### config.mk
export PLATFORM = sky130hd
export DESIGN_NAME = gate_bist
export DESIGN_NICKNAME = d
export VERILOG_FILES = /design/src/rtl/gate_bist.sv
export SDC_FILE = /design/constraint.sdc
export NUM_CORES = 1
export LEC_CHECK = 0
export CORE_ASPECT_RATIO = 1.4
export CORE_MARGIN = 8
export CORE_UTILIZATION = 50
export CTS_CLUSTER_DIAMETER = 30
export DETAILED_ROUTE_END_ITERATION = 8
export GPL_TIMING_DRIVEN = 0
export HOLD_SLACK_MARGIN = 0.15
export PLACE_DENSITY = 0.77
export SLEW_MARGIN = 20
export SYNTH_ARGS = -nofsm -noshare
export SYNTH_HDL_FRONTEND = slang
export SYNTH_SLANG_ARGS = --single-unit
export TNS_END_PERCENT = 20
### constraint.sdc
create_clock -name clk -period 3.1 [get_ports clk]
set_input_delay 0.62 -clock clk [delete_from_list [all_inputs] [get_ports clk]]
set_output_delay 0.62 -clock clk [all_outputs]
set_load 0.1 [all_outputs]
### src/rtl/gate_bist.sv
// gate_bist: exhaustive built-in self test for a small combinational gate.
// Every input vector is applied in turn. After SETTLE wait cycles the gate
// response is compared against the expected truth table. The block counts
// mismatches and records the first failing vector.
module gate_bist #(
   parameter int unsigned           N_IN   = 1,
   parameter logic [2**N_IN-1:0]    TRUTH  = 2'b01,
   parameter int unsigned           SETTLE = 2
) (
   input  logic            clk,
   input  logic            reset,
   input  logic            start,
   output logic [N_IN-1:0] stim,
   input  logic            resp,
   output logic            busy,
   output logic            done,
   output logic            pass,
   output logic [7:0]      err_count,
   output logic            fail_valid,
   output logic [N_IN-1:0] fail_vec
);

   typedef enum logic [1:0] {IDLE, WAIT, CHECK, FINISH} state_t;

   localparam logic [N_IN-1:0] LAST_VEC    = '1;
   localparam logic [3:0]      SETTLE_LAST = 4'(SETTLE - 1);

   state_t          state;
   state_t          state_next;
   logic [3:0]      wait_cnt;
   logic            mismatch;

   // The error counter holds at 255 instead of wrapping back to 0.
   function automatic logic [7:0] sat_inc(input logic [7:0] v);
      return (v == 8'hFF) ? v : v + 8'd1;
   endfunction

   // State register
   always_ff @(posedge clk) begin
      if (reset) state <= IDLE;
      else       state <= state_next;
   end

   // Next-state logic and the per-vector compare
   always_comb begin
      state_next = state;
      mismatch   = (state == CHECK) && (resp != TRUTH[stim]);
      case (state)
         IDLE:    if (start) state_next = WAIT;
         WAIT:    if (wait_cnt == SETTLE_LAST) state_next = CHECK;
         CHECK:   state_next = (stim == LAST_VEC) ? FINISH : WAIT;
         FINISH:  state_next = IDLE;
         default: state_next = IDLE;
      endcase
   end

   // Stimulus, wait counter and result registers
   always_ff @(posedge clk) begin
      if (reset) begin
         stim       <= '0;
         wait_cnt   <= '0;
         err_count  <= '0;
         fail_valid <= 1'b0;
         fail_vec   <= '0;
         pass       <= 1'b0;
      end else begin
         case (state)
            IDLE: begin
               if (start) begin
                  stim       <= '0;
                  wait_cnt   <= '0;
                  err_count  <= '0;
                  fail_valid <= 1'b0;
                  fail_vec   <= '0;
                  pass       <= 1'b0;
               end
            end
            WAIT: begin
               wait_cnt <= wait_cnt + 4'd1;
            end
            CHECK: begin
               if (mismatch) begin
                  err_count <= sat_inc(err_count);
                  if (!fail_valid) begin
                     fail_valid <= 1'b1;
                     fail_vec   <= stim;
                  end
               end
               if (stim != LAST_VEC) begin
                  stim     <= stim + N_IN'(1);
                  wait_cnt <= '0;
               end else begin
                  // The verdict includes this final compare. It is therefore
                  // already valid in the FINISH (done) cycle.
                  pass <= (err_count == 8'd0) && !mismatch;
               end
            end
            default: ;
         endcase
      end
   end

   // Status decoded from the state
   always_comb begin
      busy = (state != IDLE);
      done = (state == FINISH);
   end

endmodule

After elaboration in Yosys (flattened, before gate mapping)
Cells that the tools add are included.
{"block": "totals", "register_bits": 18, "in_bits": 4, "out_inout_bits": 14, "elab_cells": 62}
{"block": "classes", "addsub": 3, "order_cmp": 1, "n_eq_ne": 13, "n_mux": 23, "reduce_logical": 15}
{"cell": "2-to-1 mux 8 bit", "n": 3}
{"cell": "one-hot mux 8 bit (2 select lines)", "n": 1}
{"cell": "inequality test 2 bit, second input constant", "n": 7}
{"cell": "one-hot mux 4 bit (3 select lines)", "n": 1}
{"cell": "AND reduction 3 bit", "n": 3}
{"cell": "adder 8 x 1 -> 8 bit, second input constant", "n": 1}
{"cell": "equality test 8 bit, second input constant", "n": 1}
{"cell": "zero test 8 bit", "n": 1}
{"cell": "2-to-1 mux 1 bit", "n": 8}
{"cell": "2-to-1 mux 4 bit", "n": 2}
{"cell": "one-hot mux 1 bit (2 select lines)", "n": 4}
{"cell": "one-hot mux 2 bit (4 select lines)", "n": 1}
{"cell": "AND reduction 4 bit", "n": 2}
{"cell": "2-to-1 mux 2 bit", "n": 3}
{"cell": "adder 4 x 1 -> 4 bit, second input constant", "n": 1}
{"cell": "equality test 2 bit, second input constant", "n": 2}
{"cell": "equality test 4 x 1 -> 1 bit, second input constant", "n": 1}
{"cell": "AND reduction 2 bit", "n": 2}
{"cell": "nonzero test 2 bit", "n": 2}
{"cell": "nonzero test 3 bit", "n": 1}
{"cell": "equality test 2 x 1 -> 1 bit, second input constant", "n": 1}
{"cell": "logical AND 1 bit", "n": 2}
{"cell": "zero test 2 bit", "n": 1}
{"cell": "less-than comparator 1 x 2 -> 1 bit, second input constant", "n": 1}
{"cell": "other kinds (3)", "n": 3}

Longest topological paths before layout
{"block": "logic_depth", "word_depth": 8, "depth_mapped": 5, "mapped_depth_nobuf": 5}

Least setup slack after synthesis
No wires, ideal clock.
{"block": "synth_timing", "path_kind": "register to register", "from": "register err_count[1]", "to": "register err_count[3]", "setup_time_ns": 0.174, "arrival_time_ns": 2.053, "required_time_ns": 2.926, "path_slack_ns": 0.874, "path_stages_with_launch": 6, "n_path_buf": 0, "synth_period_minus_slack_ns": 2.226, "cell_sequence": "dfxtp_1 -> ha_1 -> nand3_1 -> o211a_1 -> a41oi_1 -> a31oi_1"}
{"block": "synth_between", "elab_chain_cells": 4, "word_cells_on_any_way": 7, "cone_classes": "add/sub: 1; eq/ne: 2; mux: 3; reduce/logical: 1"}
{"item": "start, declared", "line": "18", "text": "output logic [7:0] err_count,"}
{"item": "start signal, assigned", "line": "83", "text": "err_count <= sat_inc(err_count);"}
{"item": "adder 8 x 1 -> 8 bit", "line": "35", "text": "return (v == 8'hFF) ? v : v + 8'd1;"}
{"item": "2-to-1 mux 8 bit", "line": "35"}
{"item": "2-to-1 mux 8 bit", "line": "82", "text": "if (mismatch) begin"}
{"item": "one-hot mux 8 bit (2 select lines)", "line": "67", "text": "case (state)"}
Several ways; a longest one is shown, not always the timed one. The select of a mux whose other input is x is not followed.
A chain may end at the register's enable or synchronous reset.

Worst setup path after layout
{"block": "layout_timing", "from": "register state[1]", "to": "output done"}
{"block": "layout_between", "elab_chain_cells": 1}
{"item": "start, declared", "line": "28", "text": "state_t state;"}
{"item": "start signal, assigned", "line": "41", "text": "else state <= state_next;"}
{"item": "equality test 2 bit", "line": "106", "text": "done = (state == FINISH);"}
{"item": "end, declared", "line": "16", "text": "output logic done,"}
Every way passes these cells.

==> flow_summary.json <==
{
  "status": "finished, final reports clean",
  "dp_cells": 161,
  "drt-initial-drc-count": 49,
  "power.density_nw_per_um2": 426,
  "yosysSeqAreaShare_pct": 35.9,
  "cap_violations": 0,
  "path_depth": 3,
  "synth_area_um2": 1000,
  "startpoint_type": "flop",
  "io_buffers": 17,
  "crit_slowest_cell": "clkdlybuf4s50_1",
  "grt_max_degree": 11,
  "ant_nets": 0,
  "setup_violations": 0,
  "path_max_fanout": 10,
  "final_cell_mix": "dfxtp_1, clkdlybuf4s50_1, nor2_1, a21oi_1, nand2_1",
  "vias": 979,
  "stdcell_count": 165,
  "clockRootBuffer": "clkbuf_4",
  "die_w_um": 53.9,
  "maxSlewViolCount": 0,
  "vdd_drop_max_v": 0.000357,
  "p_total_w": 0.000527,
  "syn_avg_cell_area_um2": 8.16,
  "slowest_delay_ps": 1130,
  "postPlaceCellArea_um2": 1200,
  "area.growth.synth_to_final_pct": 23.2,
  "via_per_inst": 5.93,
  "synth_seq_cells": 18,
  "fmax_mhz": 360,
  "hold_viol_final": 0,
  "syn-num-nets": 131,
  "cts_sinks": 18,
  "design_area_um2": 1240,
  "synth_cell_types": 40,
  "core_area_um2": 1930,
  "cts-resized-gates": 0,
  "grt-ovfl-total": 0,
  "gp_congestion": 0.765,
  "first_pass_iters": 4,
  "yosysWarnings": 0,
  "drive_gt1_share_pct": 9.72,
  "grt_setup_unrepaired": "false",
  "post_cts_buffers": 0,
  "num_io_pins": 18,
  "cts.clk_slew.worst_paths_ps": 110,
  "hold_depth": 2,
  "setup_tns_ps": 0,
  "clk_path_buf_depth": 2,
  "cp_top_family": "buffers and inverters",
  "path_cells": "buf_2, and2_1, clkdlybuf4s50_1",
  "timing.final.crit_share_pct": 89.7,
  "synthCells": 123,
  "skew_ps": 1.89,
  "cts_tree": "done",
  "diodes": 0,
  "min_period_ps": 2780,
  "crit_type": "reg -> out",
  "grt_pass1_wl_um": 3840,
  "worst_hold_path_type": "reg -> reg",
  "worst_setup_path_end_kind": "primary output",
  "cts_hold_buf": 0,
  "cp.arrival_ps": 2160,
  "wire_per_inst_um": 13.8,
  "hold_slack_ps": 480,
  "grt_pass1_vias": 938,
  "tightest_slew_ps": 972,
  "die_area_um2": 3720,
  "rows": 19,
  "grt_usage_pct": 12.6,
  "drc": 0,
  "p_leak_nw": 0.436,
  "die_h_um": 69.0,
  "cts_buffers": 3,
  "worst_skew_pair.late_latency_ps": 300,
  "final_common_cell": "dfxtp_1",
  "path_buf_inv": 2,
  "slew_headroom_pct": 35.0,
  "fin_nets": 153,
  "required_ps": 2480,
  "r2r_cells": 5,
  "h-tree-depth": 1,
  "drt_wl_total_um": 2270,
  "dp_hpwl_um": 1740,
  "start_util_pct": 52.1,
  "antenna_found_initial": 0
}
-- Yosys cell counts --
master	count	area, um^2
a211oi_1	2	15.0
nor3b_2	2	25.0
dfxtp_1	18	360
nand4_1	3	18.8
a41oi_1	2	17.5
or4_1	1	7.51
nor4_1	1	6.26
o21ai_0	5	25.0
and2_0	1	6.26
a31oi_1	5	31.3
a21o_1	1	7.51
a21oi_1	12	60.1
nand2_1	9	33.8
nand4b_1	1	8.76
o21a_1	1	7.51
nand3b_1	1	7.51
xnor2_1	1	8.76
nand2b_1	7	43.8
ha_1	4	50.1
or2_2	1	6.26
nor3_2	1	10.0
buf_6	1	11.3
clkbuf_2	1	5.00
and3_1	1	6.26
o21ai_2	1	8.76
inv_1	5	18.8
or3b_1	1	8.76
nor3_1	4	20.0
o211a_1	1	10.0
and2_1	1	6.26
clkbuf_1	1	3.75
buf_2	2	10.0
o221ai_1	1	8.76
nor3b_1	1	7.51
nand3_1	6	30.0
xor2_1	1	8.76
nor4b_1	1	8.76
nor2_1	12	45.0
xnor2_2	1	16.3
nor2b_1	2	12.5
-- per-layer routing --
metal  vias up  track usage, %  wire, um
met3        10            1.93       125
met2        29            20.8      1110
li1        482               -         -
met5         -               0         0
met4         0            6.48        85
met1       458            14.5       953
-- through the flow --
step,setup WS (ps),utilization (%)
final,319,64.2
after global routing,226,64.2
after CTS,320,64.2
after detailed placement,679,62.3
after global placement,674,62.3
after floorplan,874,-
-- cells by family after synthesis --
logic type	synth area share, %
buf+inv	4.86
xor+xnor	3.37
compound gates	19.1
fa+ha+maj	4.99
simple gates	31.8
flops	35.9
-- where the power goes --
part	total (W)	switching, W	leakage [nW]	internal, W
sequential	0.000249	0.00000976	0.146	0.000239
clock	0.000150	0.0000785	0.0210	0.0000716
combinational	0.000127	0.0000861	0.269	0.0000414
-- path summary, 6_finish.rpt --
kind,from,to,slack [ps]
max reg2reg,err_count[1],err_count[3],1540
min reg2reg,fail_vec,fail_vec,480
min,fail_vec,fail_vec,480
max,state[1],done,320
-- state kept, by name (all words and copies together), names as in the netlist --
signal      flops
wait_cnt        4
stim            1
fail_valid      1
fail_vec        1
state           2
pass            1
err_count       8
-- worst reg2reg max path: stages, from the launching register on --
cell and delay, ps:
dfxtp_1 480, ha_1 260, nand3_1 130, o211a_1 310
a41oi_1 220, a31oi_1 50
-- cell type report --
type	instances	area (um^2)
Inverter	5	18.8
Multi-Input combinational cell	95	594
Tap cell	21	26.3
Clock buffer	4	36.3
Timing Repair Buffer	17	170
Fill cell	177	689
Sequential cell	18	360
Buffer	5	30.0
(Power assumes the default switching activity.)
